==> src/rtl/seq_int_div_if.sv <==
// seq_int_div_if: operand/result handshake bundle for the sequential divider.
//   in_valid/in_ready     : operand handshake (dividend, divisor, is_signed)
//   out_valid/out_ready   : result handshake (quotient, remainder, div_by_zero)
// master = producer of operands / consumer of results; slave = the divider.
interface seq_int_div_if #(
  parameter int WIDTH = 8
);
  logic             in_valid;
  logic             in_ready;
  logic [WIDTH-1:0] dividend;
  logic [WIDTH-1:0] divisor;
  logic             is_signed;
  logic             out_valid;
  logic             out_ready;
  logic [WIDTH-1:0] quotient;
  logic [WIDTH-1:0] remainder;
  logic             div_by_zero;

  modport master (
    output in_valid, dividend, divisor, is_signed, out_ready,
    input  in_ready, out_valid, quotient, remainder, div_by_zero
  );

  modport slave (
    input  in_valid, dividend, divisor, is_signed, out_ready,
    output in_ready, out_valid, quotient, remainder, div_by_zero
  );
endinterface

==> src/rtl/seq_int_div.sv <==
// seq_int_div: multi-cycle restoring integer divider, signed or unsigned per op.
//   clk   : rising-edge clock
//   rst_n : synchronous active-low reset
//   bus   : seq_int_div_if.slave -- operand handshake in, result handshake out
// One restoring step per cycle. Flow: IDLE -> PREP -> ITER (WIDTH cycles) ->
// FIX -> DONE, or IDLE -> PREP -> DONE when the divisor is zero.
// Results follow Verilog / and %: quotient truncates toward zero, remainder
// carries the dividend's sign; MIN / -1 wraps to MIN with remainder 0.
module seq_int_div #(
  parameter int WIDTH = 8
) (
  input logic         clk,
  input logic         rst_n,
  seq_int_div_if.slave bus
);
  localparam int CW = $clog2(WIDTH);

  typedef enum logic [2:0] {IDLE, PREP, ITER, FIX, DONE} state_t;

  state_t           state;
  logic [WIDTH-1:0] a_in, b_in;     // operands as captured at accept
  logic             sgn;
  logic [WIDTH-1:0] dvd;            // dividend magnitude, becomes quotient
  logic [WIDTH-1:0] dsr;            // divisor magnitude
  logic [WIDTH-1:0] rem;            // partial remainder
  logic [CW-1:0]    cnt;
  logic             neg_q, neg_r;
  logic [WIDTH-1:0] quo_q, rmd_q;
  logic             dbz_q, out_valid_q;

  // Shifted partial remainder needs one extra bit; the trial difference is
  // negative exactly when its top bit is set.
  logic [WIDTH:0] rem_sh, trial;
  assign rem_sh = {rem, dvd[WIDTH-1]};
  assign trial  = rem_sh - {1'b0, dsr};

  function automatic logic [WIDTH-1:0] mag(input logic [WIDTH-1:0] v, input logic s);
    return (s && v[WIDTH-1]) ? -v : v;
  endfunction

  assign bus.in_ready    = (state == IDLE);
  assign bus.out_valid   = out_valid_q;
  assign bus.quotient    = quo_q;
  assign bus.remainder   = rmd_q;
  assign bus.div_by_zero = dbz_q;

  always_ff @(posedge clk) begin
    if (!rst_n) begin
      state       <= IDLE;
      a_in        <= '0;
      b_in        <= '0;
      sgn         <= 1'b0;
      dvd         <= '0;
      dsr         <= '0;
      rem         <= '0;
      cnt         <= '0;
      neg_q       <= 1'b0;
      neg_r       <= 1'b0;
      quo_q       <= '0;
      rmd_q       <= '0;
      dbz_q       <= 1'b0;
      out_valid_q <= 1'b0;
    end else begin
      unique case (state)
        IDLE: begin
          if (bus.in_valid) begin
            a_in  <= bus.dividend;
            b_in  <= bus.divisor;
            sgn   <= bus.is_signed;
            state <= PREP;
          end
        end
        PREP: begin
          dvd   <= mag(a_in, sgn);
          dsr   <= mag(b_in, sgn);
          neg_q <= sgn && (a_in[WIDTH-1] ^ b_in[WIDTH-1]);
          neg_r <= sgn && a_in[WIDTH-1];
          rem   <= '0;
          cnt   <= '0;
          if (b_in == '0) begin
            // Zero divisor bypasses iteration; remainder reports the raw dividend.
            quo_q       <= '1;
            rmd_q       <= a_in;
            dbz_q       <= 1'b1;
            out_valid_q <= 1'b1;
            state       <= DONE;
          end else begin
            state <= ITER;
          end
        end
        ITER: begin
          // Quotient bits shift into the vacated low end of dvd.
          dvd <= {dvd[WIDTH-2:0], ~trial[WIDTH]};
          rem <= trial[WIDTH] ? rem_sh[WIDTH-1:0] : trial[WIDTH-1:0];
          cnt <= cnt + CW'(1);
          if (cnt == CW'(WIDTH-1)) state <= FIX;
        end
        FIX: begin
          quo_q       <= neg_q ? -dvd : dvd;
          rmd_q       <= neg_r ? -rem : rem;
          dbz_q       <= 1'b0;
          out_valid_q <= 1'b1;
          state       <= DONE;
        end
        DONE: begin
          if (bus.out_ready) begin
            out_valid_q <= 1'b0;
            state       <= IDLE;
          end
        end
        default: state <= IDLE;
      endcase
    end
  end
endmodule

==> src/flat_wrapper.sv <==
// flat-port wrapper written by rule: the top's interface ports become plain ports
module seq_int_div_flat 
#(
  parameter int WIDTH = 8
)
  (clk, rst_n, bus_in_valid, bus_dividend, bus_divisor, bus_is_signed, bus_out_ready, bus_in_ready, bus_out_valid, bus_quotient, bus_remainder, bus_div_by_zero);
  seq_int_div_if #(.WIDTH(WIDTH)) bus_i ();
  input logic clk;
  input logic rst_n;
  input wire logic [$bits(bus_i.in_valid)-1:0] bus_in_valid;
  input wire logic [$bits(bus_i.dividend)-1:0] bus_dividend;
  input wire logic [$bits(bus_i.divisor)-1:0] bus_divisor;
  input wire logic [$bits(bus_i.is_signed)-1:0] bus_is_signed;
  input wire logic [$bits(bus_i.out_ready)-1:0] bus_out_ready;
  output wire logic [$bits(bus_i.in_ready)-1:0] bus_in_ready;
  output wire logic [$bits(bus_i.out_valid)-1:0] bus_out_valid;
  output wire logic [$bits(bus_i.quotient)-1:0] bus_quotient;
  output wire logic [$bits(bus_i.remainder)-1:0] bus_remainder;
  output wire logic [$bits(bus_i.div_by_zero)-1:0] bus_div_by_zero;
  assign bus_i.in_valid = bus_in_valid;
  assign bus_i.dividend = bus_dividend;
  assign bus_i.divisor = bus_divisor;
  assign bus_i.is_signed = bus_is_signed;
  assign bus_i.out_ready = bus_out_ready;
  assign bus_in_ready = bus_i.in_ready;
  assign bus_out_valid = bus_i.out_valid;
  assign bus_quotient = bus_i.quotient;
  assign bus_remainder = bus_i.remainder;
  assign bus_div_by_zero = bus_i.div_by_zero;
  seq_int_div #(.WIDTH(WIDTH)) u_core (.clk(clk), .rst_n(rst_n), .bus(bus_i));
endmodule
==> config.mk <==
export PLATFORM = sky130hd
export DESIGN_NAME = seq_int_div_flat
export DESIGN_NICKNAME = d
export VERILOG_FILES = /design/src/rtl/seq_int_div_if.sv /design/src/rtl/seq_int_div.sv /design/src/flat_wrapper.sv
export SDC_FILE = /design/constraint.sdc
export NUM_CORES = 1
export LEC_CHECK = 0
export BUFFER_PORTS_ARGS = -buffer_cell sky130_fd_sc_hd__buf_2
export CORE_UTILIZATION = 53
export CTS_CLUSTER_SIZE = 28
export DETAILED_ROUTE_END_ITERATION = 10
export PLACE_DENSITY = 0.7
export SYNTH_ARGS = -nofsm -noshare
export SYNTH_HDL_FRONTEND = slang
export SYNTH_SLANG_ARGS = --single-unit
==> constraint.sdc <==
create_clock -name clk -period 2.7 [get_ports clk]
set_input_delay 0 -clock clk [delete_from_list [all_inputs] [get_ports clk]]
set_output_delay 0 -clock clk [all_outputs]
set_load 0.03 [all_outputs]
Word level (Yosys, flattened, before mapping)
Cells that the tools add are included.
{ "word_totals": {"reg_bits": 67, "inputBits": 21} }
{ "op_classes": {"addsub": 6, "n_eq_ne": 9, "mux": 21, "bitwise": 2, "reduce_logical": 12} }
{ "ops": {"columns": ["op", "n"], "rows": [
  ["8-bit case mux with 2 select lines", 4],
  ["8-bit 2-to-1 mux", 7],
  ["8-bit negation", 4],
  ["3-bit case mux with 5 select lines", 1],
  ["3-bit 2-to-1 mux", 4],
  ["9-bit by 8-bit subtractor with 9-bit output", 1],
  ["8-bit logical NOT", 1],
  ["3-bit by 2-bit == test with 1-bit output (second input constant)", 2],
  ["3-bit == test (second input constant)", 2],
  ["3-bit case mux with 2 select lines", 1],
  ["3-bit AND reduction", 2],
  ["2-bit by 1-bit != test with 1-bit output (second input constant)", 2],
  ["2-bit != test (second input constant)", 2],
  ["2-bit AND reduction", 2],
  ["2-bit nonzero test", 2],
  ["3-bit by 1-bit adder with 3-bit output (second input constant)", 1],
  ["3-bit by 1-bit == test with 1-bit output (second input constant)", 1],
  ["1-bit logical AND", 3],
  ["3-bit logical NOT", 1],
  ["1-bit case mux with 3 select lines", 1],
  ["3-bit nonzero test", 1],
  ["1-bit 2-to-1 mux", 2],
  ["1-bit case mux with 2 select lines", 1],
  ["1-bit NOT", 1],
  ["1-bit XOR", 1]
]} }

Depth between registers and ports, before layout
Gate-level depths: netlist of the first run.
{ "logic_depth": {"ltp_word": 3, "mapped_depth": 10, "ltp_nobuf": 9} }

Least setup slack after synthesis of the first run
OpenSTA, ideal clock, no wires.
{ "synth_timing": {"path_kind": "register to register", "start": "register u_core.dvd[7]", "end": "register u_core.rem[6]", "setup_time_ns": 0.118, "t_arrival_ns": 2.134, "t_required_ns": 2.582, "slack_ns": 0.448, "stages_incl_launch_ff": 11, "path_buffers": 1, "period_less_slack_ns": 2.252, "cell_sequence": "dfxtp_1 > inv_1 > ha_1 > inv_1 > fa_1 > a211oi_4 > o211ai_2 > a221oi_2 > buf_6 > mux2i_1 > o21ai_2"} }
{ "synth_via": {"elab_chain_cells": 3} }
{ "synth_rtl": {"columns": ["item", "line_no", "source"], "rows": [
  ["from (decl)", "seq_int_div.sv:23", "logic [WIDTH-1:0] dvd;"],
  ["from (signal assigned)", "seq_int_div.sv:74", "dvd <= mag(a_in, sgn);"],
  ["from (signal assigned)", "seq_int_div.sv:93", "dvd <= {dvd[WIDTH-2:0], ~trial[WIDTH]};"],
  ["9-bit by 8-bit subtractor with 9-bit output", "seq_int_div.sv:35", "assign trial = rem_sh - {1'b0, dsr};"],
  ["8-bit 2-to-1 mux", "seq_int_div.sv:94", "rem <= trial[WIDTH] ? rem_sh[WIDTH-1:0] : trial[WIDTH-1:0];"],
  ["8-bit case mux with 2 select lines", "seq_int_div.sv:64", "unique case (state)"],
  ["to (signal assigned)", "seq_int_div.sv:94", null],
  ["to (decl)", "seq_int_div.sv:25", "logic [WIDTH-1:0] rem;"]
]} }
No other way between the ends.
A chain may end at the register's enable or synchronous reset.

Worst setup path in the final report of the first run
{ "layout_timing": {"start": "register u_core.dvd[7]", "end": "register u_core.rem[0]"} }
{ "layout_via": {"elab_chain_cells": 3} }
{ "layout_rtl": {"columns": ["item", "line_no"], "rows": [
  ["9-bit by 8-bit subtractor with 9-bit output", "seq_int_div.sv:35"],
  ["8-bit 2-to-1 mux *", "seq_int_div.sv:94"],
  ["8-bit case mux with 2 select lines *", "seq_int_div.sv:64"]
]} }
Mark *: on every way between the ends. The rest lies on a longest branch, timed or not.

==> summary.md, run 1 <==
| Metric | Value |
|---|---|
| Status | finished clean |
| Synth Instances | between 400 and 500 |
| DRT antenna net count | 0 |
| Drt pass-1 iters | 7 |
| H-tree levels | 3 |
| Layout Nets | between 500 and 600 |
| Non-Filler Instances | between 500 and 600 |
| I/O Pins | 40 |
| Antenna Cells | 0 |
| # setup viols final | 0 |
| Peak supply drop | about 0.35 mV |
| Detailed Place HPWL | ~5.7 mm |
| CP arrival | around 2700 ps |
| Period minus WS final | roughly 2500 ps |
| Synth-to-layout area growth | 16.06% |
| Top cell by count, worst path | inv_1 |
| Avg WL per Cell | ~15 um |
| Post-cts sizing count | 0 |
| Async SR Flop Fraction | 0 |
| Largest net degree at the start of global routing | 51 |
| Worst Hold Path EP | u_core.bus.div_by_zero |
| DRT iter0 DRCs | roughly 230 |
| Hold Crit Start | rst_n |
| Initial antenna violation count | 0 |
| Starting density of the core | 0.5608 |
| Max Clk Rate | about 400 MHz |
| Crit-path slowest cell | fa_1 |
| Drt via density | between 5 and 6 |
| Vias in the first global route | between 3000 and 4000 |
| Die width | 84.67 um |
| I/O Buffers | 39 |
| Worst reg-to-reg setup slack | 240 ps |
| Combinational Power Share | 0.265 |
| Mapped Nets | 479 |
| CP Launch Type | flip-flop |
| Top FF cell, synth | dfxtp_1 |
| CTS sink count | between 60 and 70 |
| Netlist cell types | between 50 and 60 |
| Seq/Total Area, Yosys | 0.3703 |
| Detailed Route WL | 8.581 mm |
| All-Layer GR Usage | 0.2580 |
| Sw Share | 0.3302 |
| Root buffer cell | clkbuf_8 |
| GR Overflow Total | 0 |
| CTS tree | built |
| Clock transition at the registers of the reported paths | roughly 80 ps |
| Worst Hold Slack | approximately 44 ps |
| Worst path bufs/invs | 3 |
| Cell-internal power | roughly 0.0018 W |
| Worst Path Required | 2940 ps |
| Sum Neg Setup Slack | 0 ps |
| Fin. max-slew vios | 0 |
| RD Place Congestion | roughly 0.8 |
| Worst slew pin tran | just under 900 ps |
| Reg2reg path depth | 10 |
| Final Skew | between 9 and 10 ps |
| Residual DRC | 0 |
| Period utilization | 0.9120 |
| Num CTS Buffers | 9 |
| Setup bufs post-CTS | 0 |
| Hold Vio Cnt, Final | 0 |
| Worst Setup End Kind | flip-flop |
| CP top delay family | compound AO/OA/AOI/OAI gates |
| Slew HR | 0.4137 |
| Global-route wire length before repair | ~15 mm |
| Post-synthesis cell area | ~0.0036 mm2 |
| Placed insts | about 540 |
| Core box area | around 0.0065 mm2 |
| Hold crit path type | input port to flip-flop |
| Worst-path fanout max | 11 |
| Kind of critical path | flip-flop to flip-flop |
| Filler cell count | about 570 |
| Mean Syn Cell Area | around 8.2 um2 |
| Pleak | approximately 1.8 nW |
| R2R Path Start | u_core.dvd[7] |
| Worst R2R End | u_core.rem[0] |
| Clk network pwr share | 0.310 |
| Hold Crit Depth | 3 |
| Commonest non-fill, non-tap cells in the layout | dfxtp_1 (67), nand2_1 (65), a21oi_1 (41), nor2_1 (39), buf_2 (39) |
| Ys Warns | 0 |
| Routed via count | around 3300 |
| RSZ-0062 raised after global routing | no |
| Register bit count reported by yosys | 67 |
| Largest stage delay on the critical path | 430 ps |
| Std cell rows | 29 |
| EDFF count, synth | 0 |
| Die height | between 80 and 90 um |
| Register share of total power | 0.425 |
| P_sw | 0.0008917 W |
| Die area | between 0.007 and 0.008 mm2 |
| Worst-skew pair later-pin latency | between 300 and 400 ps |
| Cells along the critical path | inv_1 -> ha_1 -> inv_1 -> fa_1 -> a211oi_4 -> o211ai_2 -> a221oi_2 -> buf_4 -> mux2i_1 -> a32o_1 |
| Most common cell after layout, fill and taps aside | dfxtp_1 |
| Clk buf depth | 2 |
| Max Cap Violations | 0 |
| Share of cells above drive strength 1 | 0.1521 |
| Total power divided by cell area | 642.3 mW/mm2 |
-- metrics by stage --
step | util | worst slack, ps | area (um2) | power, W
2_1_floorplan | - | 448.2 | 3622 | 0.001707
3_3_place_gp | 0.5928 | 357.3 | 3829 | 0.001840
3_5_place_dp | 0.5928 | 247.5 | 3829 | 0.001859
4_1_cts | 0.6509 | 245.0 | 4204 | 0.002706
5_1_grt | 0.6509 | 121.7 | 4204 | 0.002855
6_report | 0.6509 | 237.6 | 4204 | 0.002700
-- synth_stat cells, types with 2 or more instances --
cell type	instances	area, um2
clkbuf_1	17	63.81
a21oi_2	2	17.52
o22ai_1	3	18.77
dfxtp_1	67	1341
a311oi_1	3	26.28
buf_2	8	40.04
or4_1	2	15.01
o31ai_1	7	52.55
a22oi_1	3	22.52
buf_1	2	7.510
o41ai_2	2	32.53
a21oi_1	41	205.2
nor2_1	39	146.4
nand2_1	65	244.0
o21ai_1	5	25.02
or3_1	3	18.77
inv_1	25	93.84
nor3_1	6	30.03
nand2b_1	6	37.54
nand3b_1	3	22.52
o211a_1	2	20.02
ha_1	14	175.2
nand3_1	16	80.08
a211oi_1	6	45.04
xnor2_1	15	131.4
o211ai_1	3	22.52
a222oi_1	6	60.06
xor2_1	12	105.1
a31oi_1	5	31.28
mux2i_1	13	130.1
o221a_2	4	45.04
o21ai_0	12	60.06
and2_1	2	12.51
-- logic make-up (layout without fill, tap and decap cells) --
kind of cell,Yosys count,after routing,share of synthesized area
DFF,67,67,0.3703
buffers and inverters,55,105,0.06287
xor gates and xnor gates,27,27,0.06529
adders and majority gates,15,15,0.05389
AOI/OAI and AO/OA,116,116,0.2238
and+or+nand+nor,150,150,0.1879
muxes,13,13,0.03592
-- per-layer routing --
metal	vias up	routed length (um)	track usage
met3	11	402	0.05408
met4	0	125	0.1017
li1	1647	-	-
met5	-	0	0
met2	102	3823	0.4072
met1	1499	4229	0.3460
-- power by group through the flow --
stage | clock [W] | combinational, W | sequential [W]
floorplan | 0 | 0.000535 | 0.00117
global placement | 0 | 0.000674 | 0.00117
detailed placement | 0 | 0.000691 | 0.00117
CTS | 0.000846 | 0.000715 | 0.00115
global route | 0.000903 | 0.000794 | 0.00116
finish | 0.000836 | 0.000716 | 0.00115
-- state kept, by name (all words and copies together), names as in the netlist --
| name | cells |
|---|---|
| u_core.cnt | 3 |
| u_core.rem | 8 |
| u_core.sgn | 1 |
| u_core.dvd | 8 |
| u_core.bus.quotient | 8 |
| u_core.a_in | 8 |
| u_core.neg_r | 1 |
| u_core.neg_q | 1 |
| u_core.bus.out_valid | 1 |
| u_core.bus.remainder | 8 |
| u_core.state | 3 |
| u_core.bus.div_by_zero | 1 |
| u_core.dsr | 8 |
| u_core.b_in | 8 |
-- worst max-delay path by stage --
stage               endpoint          start  depth (start not counted)  slack [ps]
2_1_floorplan  u_core.rem[6]  u_core.dvd[7]                         10         450
3_3_place_gp   u_core.rem[0]  u_core.dvd[7]                         10         360
3_5_place_dp   u_core.rem[0]  u_core.dvd[7]                         10         250
4_1_cts        u_core.rem[0]  u_core.dvd[7]                         10         240
5_1_grt        u_core.rem[0]  u_core.dvd[7]                         10         120
6_report       u_core.rem[0]  u_core.dvd[7]                         10         240
-- cell type report --
cell class / count / area [um2] / area share
Sequential cell: 67 / 1341 / 0.3190
Timing Repair Buffer: 63 / 420.4 / 0.1000
Clock inverter: 4 / 50.05 / 0.01190
Tap cell: 77 / 96.34 / 0.02292
Inverter: 26 / 97.59 / 0.02321
Multi-Input combinational cell: 321 / 2053 / 0.4884
Clock buffer: 12 / 145.1 / 0.03452
-- what timing repair did --
item / 4_1_cts / 5_1_grt
endpoints found under the hold margin: 18 / 0
hold buffers: 18 / 0
setup endpoints to repair: 0 / 0
-- worst reg2reg max path, cell delays in order (launching register included) --
cell      delay, ps
dfxtp_1         330
inv_1            70
ha_1            150
inv_1            50
fa_1            430
a211oi_4        310
o211ai_2        130
a221oi_2        260
buf_4           250
mux2i_1         110
a32o_1          260
Note: power is estimated with default switching activity, not from simulation.
==> run 2: changes to the inputs <==
Settings changed: RECOVER_POWER set to 50.
==> run 2 against run 1 <==
Non-clock buffer count stayed put. Combinational power is 1% lower. Global-route usage stayed put. Critical path depth stayed put. Final cell count stayed put. First-iteration DRC count is 2.2% lower. Core utilization is 0.60 points lower. Via count is 0.21% lower. Clock power hardly changed. Die area stayed put. Critical endpoint unchanged. Routed wire length is 0.29% higher. Count of clock-buffer cells in the layout stayed put.
==> summary.md, run 2 (synthesis gave the netlist of run 1 again) <==
| Metric | Value |
|---|---|
| RSZ-0062 raised after global routing | no |
| Largest net degree at the start of global routing | slightly above 50 |
| Largest stage delay on the critical path | around 430 ps |
| Global-route wire length before repair | roughly 15 mm |
| Worst-skew pair later-pin latency | 340 ps |
| Root buffer cell | clkbuf_8 |
| Avg WL per Cell | roughly 15 um |
| Clk buf depth | 2 |
| Fin. max-slew vios | 0 |
| I/O Pins | 40 |
| Hold Vio Cnt, Final | 0 |
| Clock transition at the registers of the reported paths | ~80 ps |
| # setup viols final | 0 |
| CP Launch Type | flip-flop |
| R2R Path Start | u_core.dvd[7] |
| Post-route cell area | 0.004165 mm2 |
| Most common cell after layout, fill and taps aside | dfxtp_1 |
| Die width | about 85 um |
| Worst path bufs/invs | 3 |
| DRT antenna net count | 0 |
| End of the critical path | u_core.rem[0] |
| Non-Filler Instances | 570 |
| Top cell by count, worst path | inv_1 |
| CP top delay family | compound AO/OA/AOI/OAI gates |
| DRT iter0 DRCs | between 200 and 250 |
| Initial antenna violation count | 0 |
| Max Cap Violations | 0 |
| Hold crit path type | input port to flip-flop |
| Die height | approximately 85 um |
| Status | finished clean |
| Worst reg-to-reg setup slack | around 230 ps |
| Worst-path fanout max | 11 |
| Core box area | between 0.006 and 0.007 mm2 |
| Placed insts | about 540 |
| Crit path from | u_core.dvd[7] |
| Max Clk Rate | 405.3 MHz |
| CTS sink count | 67 |
| WP depth | 10 |
| GR Overflow Total | 0 |
| I/O Buffers | 39 |
| Multi-input logic area | 0.002042 mm2 |
| Starting density of the core | 0.5608 |
| FF+latch area | about 0.0013 mm2 |
| Share of cells above drive strength 1 | 0.1095 |
| Final Core Density | 0.6449 |
| Layout Nets | 524 |
| Cells along the critical path | inv_1 -> ha_1 -> inv_1 -> fa_1 -> a211oi_4 -> o211ai_2 -> a221oi_2 -> buf_4 -> mux2i_1 -> a32o_1 |
| Slew HR | 0.3126 |
| Total power divided by cell area | 645.7 mW/mm2 |
| Antenna Cells | 0 |
| Period utilization | 0.9139 |
| Num CTS Buffers | 9 |
| RD Place Congestion | approximately 0.82 |
| Place WS | ~250 ps |
| Filler cell count | around 580 |
| Post-cts sizing count | 0 |
| Routed via count | roughly 3300 |
| Period minus WS final | roughly 2500 ps |
| All-Layer GR Usage | 0.2580 |
| Pleak | ~1.7 nW |
| CP arrival | ~2700 ps |
| Worst slew pin tran | just over 1000 ps |
| Detailed Route WL | ~8.6 mm |
| Detailed Place HPWL | about 5.7 mm |
| Synth-to-layout area growth | 14.99% |
| Commonest non-fill, non-tap cells in the layout | dfxtp_1 (67), nand2_1 (65), a21oi_1 (41), nor2_1 (39), inv_1 (25) |
| Std cell rows | 29 |
| Final Skew | about 9.5 ps |
| H-tree levels | 3 |
| Crit-path slowest cell | fa_1 |
| Worst Setup End Kind | flip-flop |
| Sum Neg Setup Slack | 0 ps |
| Dpl cell area | 0.003829 mm2 |
| Drt pass-1 iters | 6 |
| Reg2reg path depth | 10 |
| Drt via density | ~5.7 |
| Kind of critical path | flip-flop to flip-flop |
| Final setup margin | about 230 ps |
| Worst R2R End | u_core.rem[0] |
| Worst Path Required | roughly 2900 ps |
| Vias in the first global route | just over 3000 |
| Die area | around 0.0072 mm2 |
| CTS tree | built |
| Residual DRC | 0 |
| Peak supply drop | about 0.35 mV |
## run 2: changes by cell type in the layout (fill, tap and decap cells not counted)
cell,before,now
clkbuf_1,2,22
and2_1,2,1
nor3b_1,0,1
nor3b_4,1,0
buf_4,6,5
and2_0,0,1
buf_2,39,20
## run 2: how the worst min path moves through the flow
stage / start / slack, ps / cells past startpoint / endpoint
finish: rst_n / 50 / 3 / u_core.bus.div_by_zero
global route: rst_n / 70 / 3 / u_core.bus.div_by_zero
CTS: rst_n / 40 / 3 / u_core.bus.div_by_zero
detailed placement: bus_out_ready / 250 / 2 / u_core.bus.out_valid
global placement: bus_divisor[0] / 240 / 3 / u_core.b_in[0]
floorplan: bus_out_ready / 120 / 1 / u_core.bus.out_valid
## run 2: timing repair
item                      in CTS  in global routing
hold buffers                  18                  0
hold endpoints to repair      18                  0
buffers inserted               0                  0
## run 2: metrics by stage
step           hold slack, ps  power [W]
3_5_place_dp            245.8   0.001859
6_report                47.09   0.002690
2_1_floorplan           115.2   0.001707
3_3_place_gp            240.1   0.001840
5_1_grt                 71.12   0.002844
4_1_cts                 41.52   0.002706
## run 2: worst min-delay path, stage by stage
cell     delay, ps
buf_2          210
nand2_1        100
a21oi_1         40
## run 2: cell type report
type,count,area share
flip-flops and latches,67,0.3220
clock inverters,4,0.01202
multi-input cells,321,0.4902
inverters,26,0.02343
repair buffers,63,0.09432
well taps,77,0.02313
clock buffers,12,0.03485
## run 2: where the power goes
group          internal, W  switching [W]  leakage [nW]
registers          0.00106      0.0000855         0.545
logic             0.000287       0.000422          1.03
clock network     0.000451       0.000383        0.0926
total              0.00180       0.000891          1.67
## run 2: metal layers
| metal | wire (um) | part of all wire | up-vias | GRT usage |
|---|---|---|---|---|
| li1 | - | - | 1647 | - |
| met1 | 4106 | 0.48 | 1486 | 0.3460 |
| met2 | 3856 | 0.45 | 107 | 0.4072 |
| met3 | 530 | 0.062 | 12 | 0.05408 |
| met4 | 113 | 0.013 | 0 | 0.1017 |
| met5 | 0 | 0 | - | 0 |
==> run 3: changes to the inputs <==
Settings changed: CORE_UTILIZATION 53 to 59, PLACE_DENSITY 0.7 to 0.77.
Clock period 2.7 ns to 2.5 ns, I/O delays scaled along.
==> run 3 against run 2 <==
Register-to-register slack lost 70 ps. Combinational power increased by 9.7%. Non-clock buffer count increased by 5. Sequential share of layout area about the same. Maximum frequency rose by 5.6%. First-iteration DRC count up 28%. Clock power shrank 5.3%. Critical path type unchanged. Largest cell class unchanged. Highest routed layer unchanged.
==> summary.md, run 3 (synthesis gave the netlist of run 1 again) <==
| Metric | Value |
|---|---|
| RSZ-0062 raised after global routing | no |
| Worst Path Required | approximately 2700 ps |
| Total power | 0.002803 W |
| Synth-to-layout area growth | 15.03% |
| Period minus WS final | 2337 ps |
| Total power divided by cell area | 672.9 mW/mm2 |
| Worst slew pin tran | 997.8 ps |
| CP Launch Type | flip-flop |
| Initial antenna violation count | 0 |
| Filler cell count | roughly 470 |
| Kind of critical path | flip-flop to flip-flop |
| Largest stage delay on the critical path | around 390 ps |
| RD Place Congestion | roughly 0.9 |
| All-Layer GR Usage | 0.2838 |
| Avg WL per Cell | 14.63 um |
| Crit-path slowest cell | fa_2 |
| Num CTS Buffers | 9 |
| # setup viols final | 0 |
| Starting density of the core | 0.6118 |
| Hold Vio Cnt, Final | 0 |
| Hold crit path type | input port to flip-flop |
| Pleak | roughly 1.7 nW |
| Routed via count | around 3400 |
| Clock transition at the registers of the reported paths | about 70 ps |
| Slew HR | 0.3348 |
| GR Overflow Total | 0 |
| Antenna Cells | 0 |
| Root buffer cell | clkbuf_8 |
| Status | finished clean |
| Peak supply drop | 0.3829 mV |
| Dpl cell area | ~0.0039 mm2 |
| I/O Buffers | 39 |
| Core box area | 0.005921 mm2 |
| CP arrival | between 2000 and 3000 ps |
| CTS tree | built |
| Vias in the first global route | 3113 |
| Share of cells above drive strength 1 | 0.1190 |
| DRT iter0 DRCs | about 290 |
| Most common cell after layout, fill and taps aside | dfxtp_1 |
| Sum Neg Setup Slack | 0 ps |
| Fin. max-slew vios | 0 |
| Residual DRC | 0 |
| Std cell rows | 28 |
| Period utilization | 0.9347 |
| Drt pass-1 iters | 6 |
| Largest net degree at the start of global routing | 51 |
| Worst Setup End Kind | flip-flop |
| Drt via density | roughly 6 |
| Post-route cell area | between 0.004 and 0.005 mm2 |
| Max Cap Violations | 0 |
| Cells along the critical path | inv_2 -> ha_2 -> inv_1 -> fa_2 -> a211oi_4 -> o211ai_2 -> a221oi_2 -> buf_4 -> mux2i_1 -> o21ai_2 |
| Die height | roughly 80 um |
| Detailed Route WL | 8.354 mm |
| Layout Nets | between 500 and 600 |
| DRT antenna net count | 0 |
| Worst-skew pair later-pin latency | ~330 ps |
| I/O Pins | 40 |
| Clk buf depth | 2 |
| Global-route wire length before repair | roughly 14 mm |
| H-tree levels | 3 |
| Final Skew | 4.604 ps |
| Max Clk Rate | ~430 MHz |
| Die area | between 0.006 and 0.007 mm2 |
| Worst-path fanout max | 5 |
| Commonest non-fill, non-tap cells in the layout | dfxtp_1 (66), nand2_1 (65), a21oi_1 (41), nor2_1 (39), inv_1 (24) |
| Detailed Place HPWL | slightly below 6 mm |
| Die width | about 80 um |
| CTS sink count | 67 |
-- run 3: cell type report --
| type | instances | area (um2) | area share |
|---|---|---|---|
| multi-input combinational | 321 | 2042 | 0.4901 |
| inverter | 26 | 97.59 | 0.02342 |
| sequential | 67 | 1343 | 0.3222 |
| timing repair buffer | 68 | 422.9 | 0.1015 |
| clock inverter | 2 | 12.51 | 0.003003 |
| clock buffer | 12 | 155.1 | 0.03724 |
| tap | 75 | 93.84 | 0.02252 |
-- run 3: metrics by stage --
step / setup WS, ps / util / hold slack (ps) / std cells
after floorplan: 248.2 / - / 115.2 / 443
after global placement: 168.3 / 0.6513 / 240.3 / 538
after detailed placement: 142.8 / 0.6513 / 246.8 / 538
after CTS: 125.2 / 0.7101 / 26.83 / 570
after global routing: 13.67 / 0.7037 / 56.43 / 571
final: 163.4 / 0.7037 / 42.09 / 571
-- run 3: worst max-delay path: cells and delay by family, from the launching register on --
family                   cells  cell delay, ps
AO/OA/AOI/OAI                4             810
adder cells (fa/ha/maj)      2             550
multiplexers                 1             220
flip-flops                   1             340
buffers and inverters        3             310
-- run 3: path summary, 6_finish.rpt --
path / start / end / slack [ps] / depth (start not counted)
max: u_core.dvd[7] / u_core.rem[6] / 160 / 10
min: rst_n / u_core.bus.div_by_zero / 40 / 3
max reg2reg: u_core.dvd[7] / u_core.rem[6] / 160 / 10
min reg2reg: u_core.bus.div_by_zero / u_core.bus.div_by_zero / 440 / 2
-- run 3: what timing repair did --
item / CTS / global route
hold buffers: 18 / 0
setup buffers: 0 / 1
gates resized for setup: 0 / 4
endpoints found under the hold margin: 19 / 0
endpoints found under the setup margin: 0 / 6
-- run 3: power breakdown --
part | switching (W) | internal [W]
Sequential | 0.0000891 | 0.00115
Combinational | 0.000457 | 0.000322
Clock | 0.000388 | 0.000402
Total | 0.000933 | 0.00187
-- run 3: routing by layer --
layer	GRT usage	share of wire	up-vias
li1	-	-	1663
met1	0.3746	0.47	1596
met2	0.4644	0.47	109
met3	0.05568	0.047	10
met4	0.08571	0.013	0
met5	0	0	-
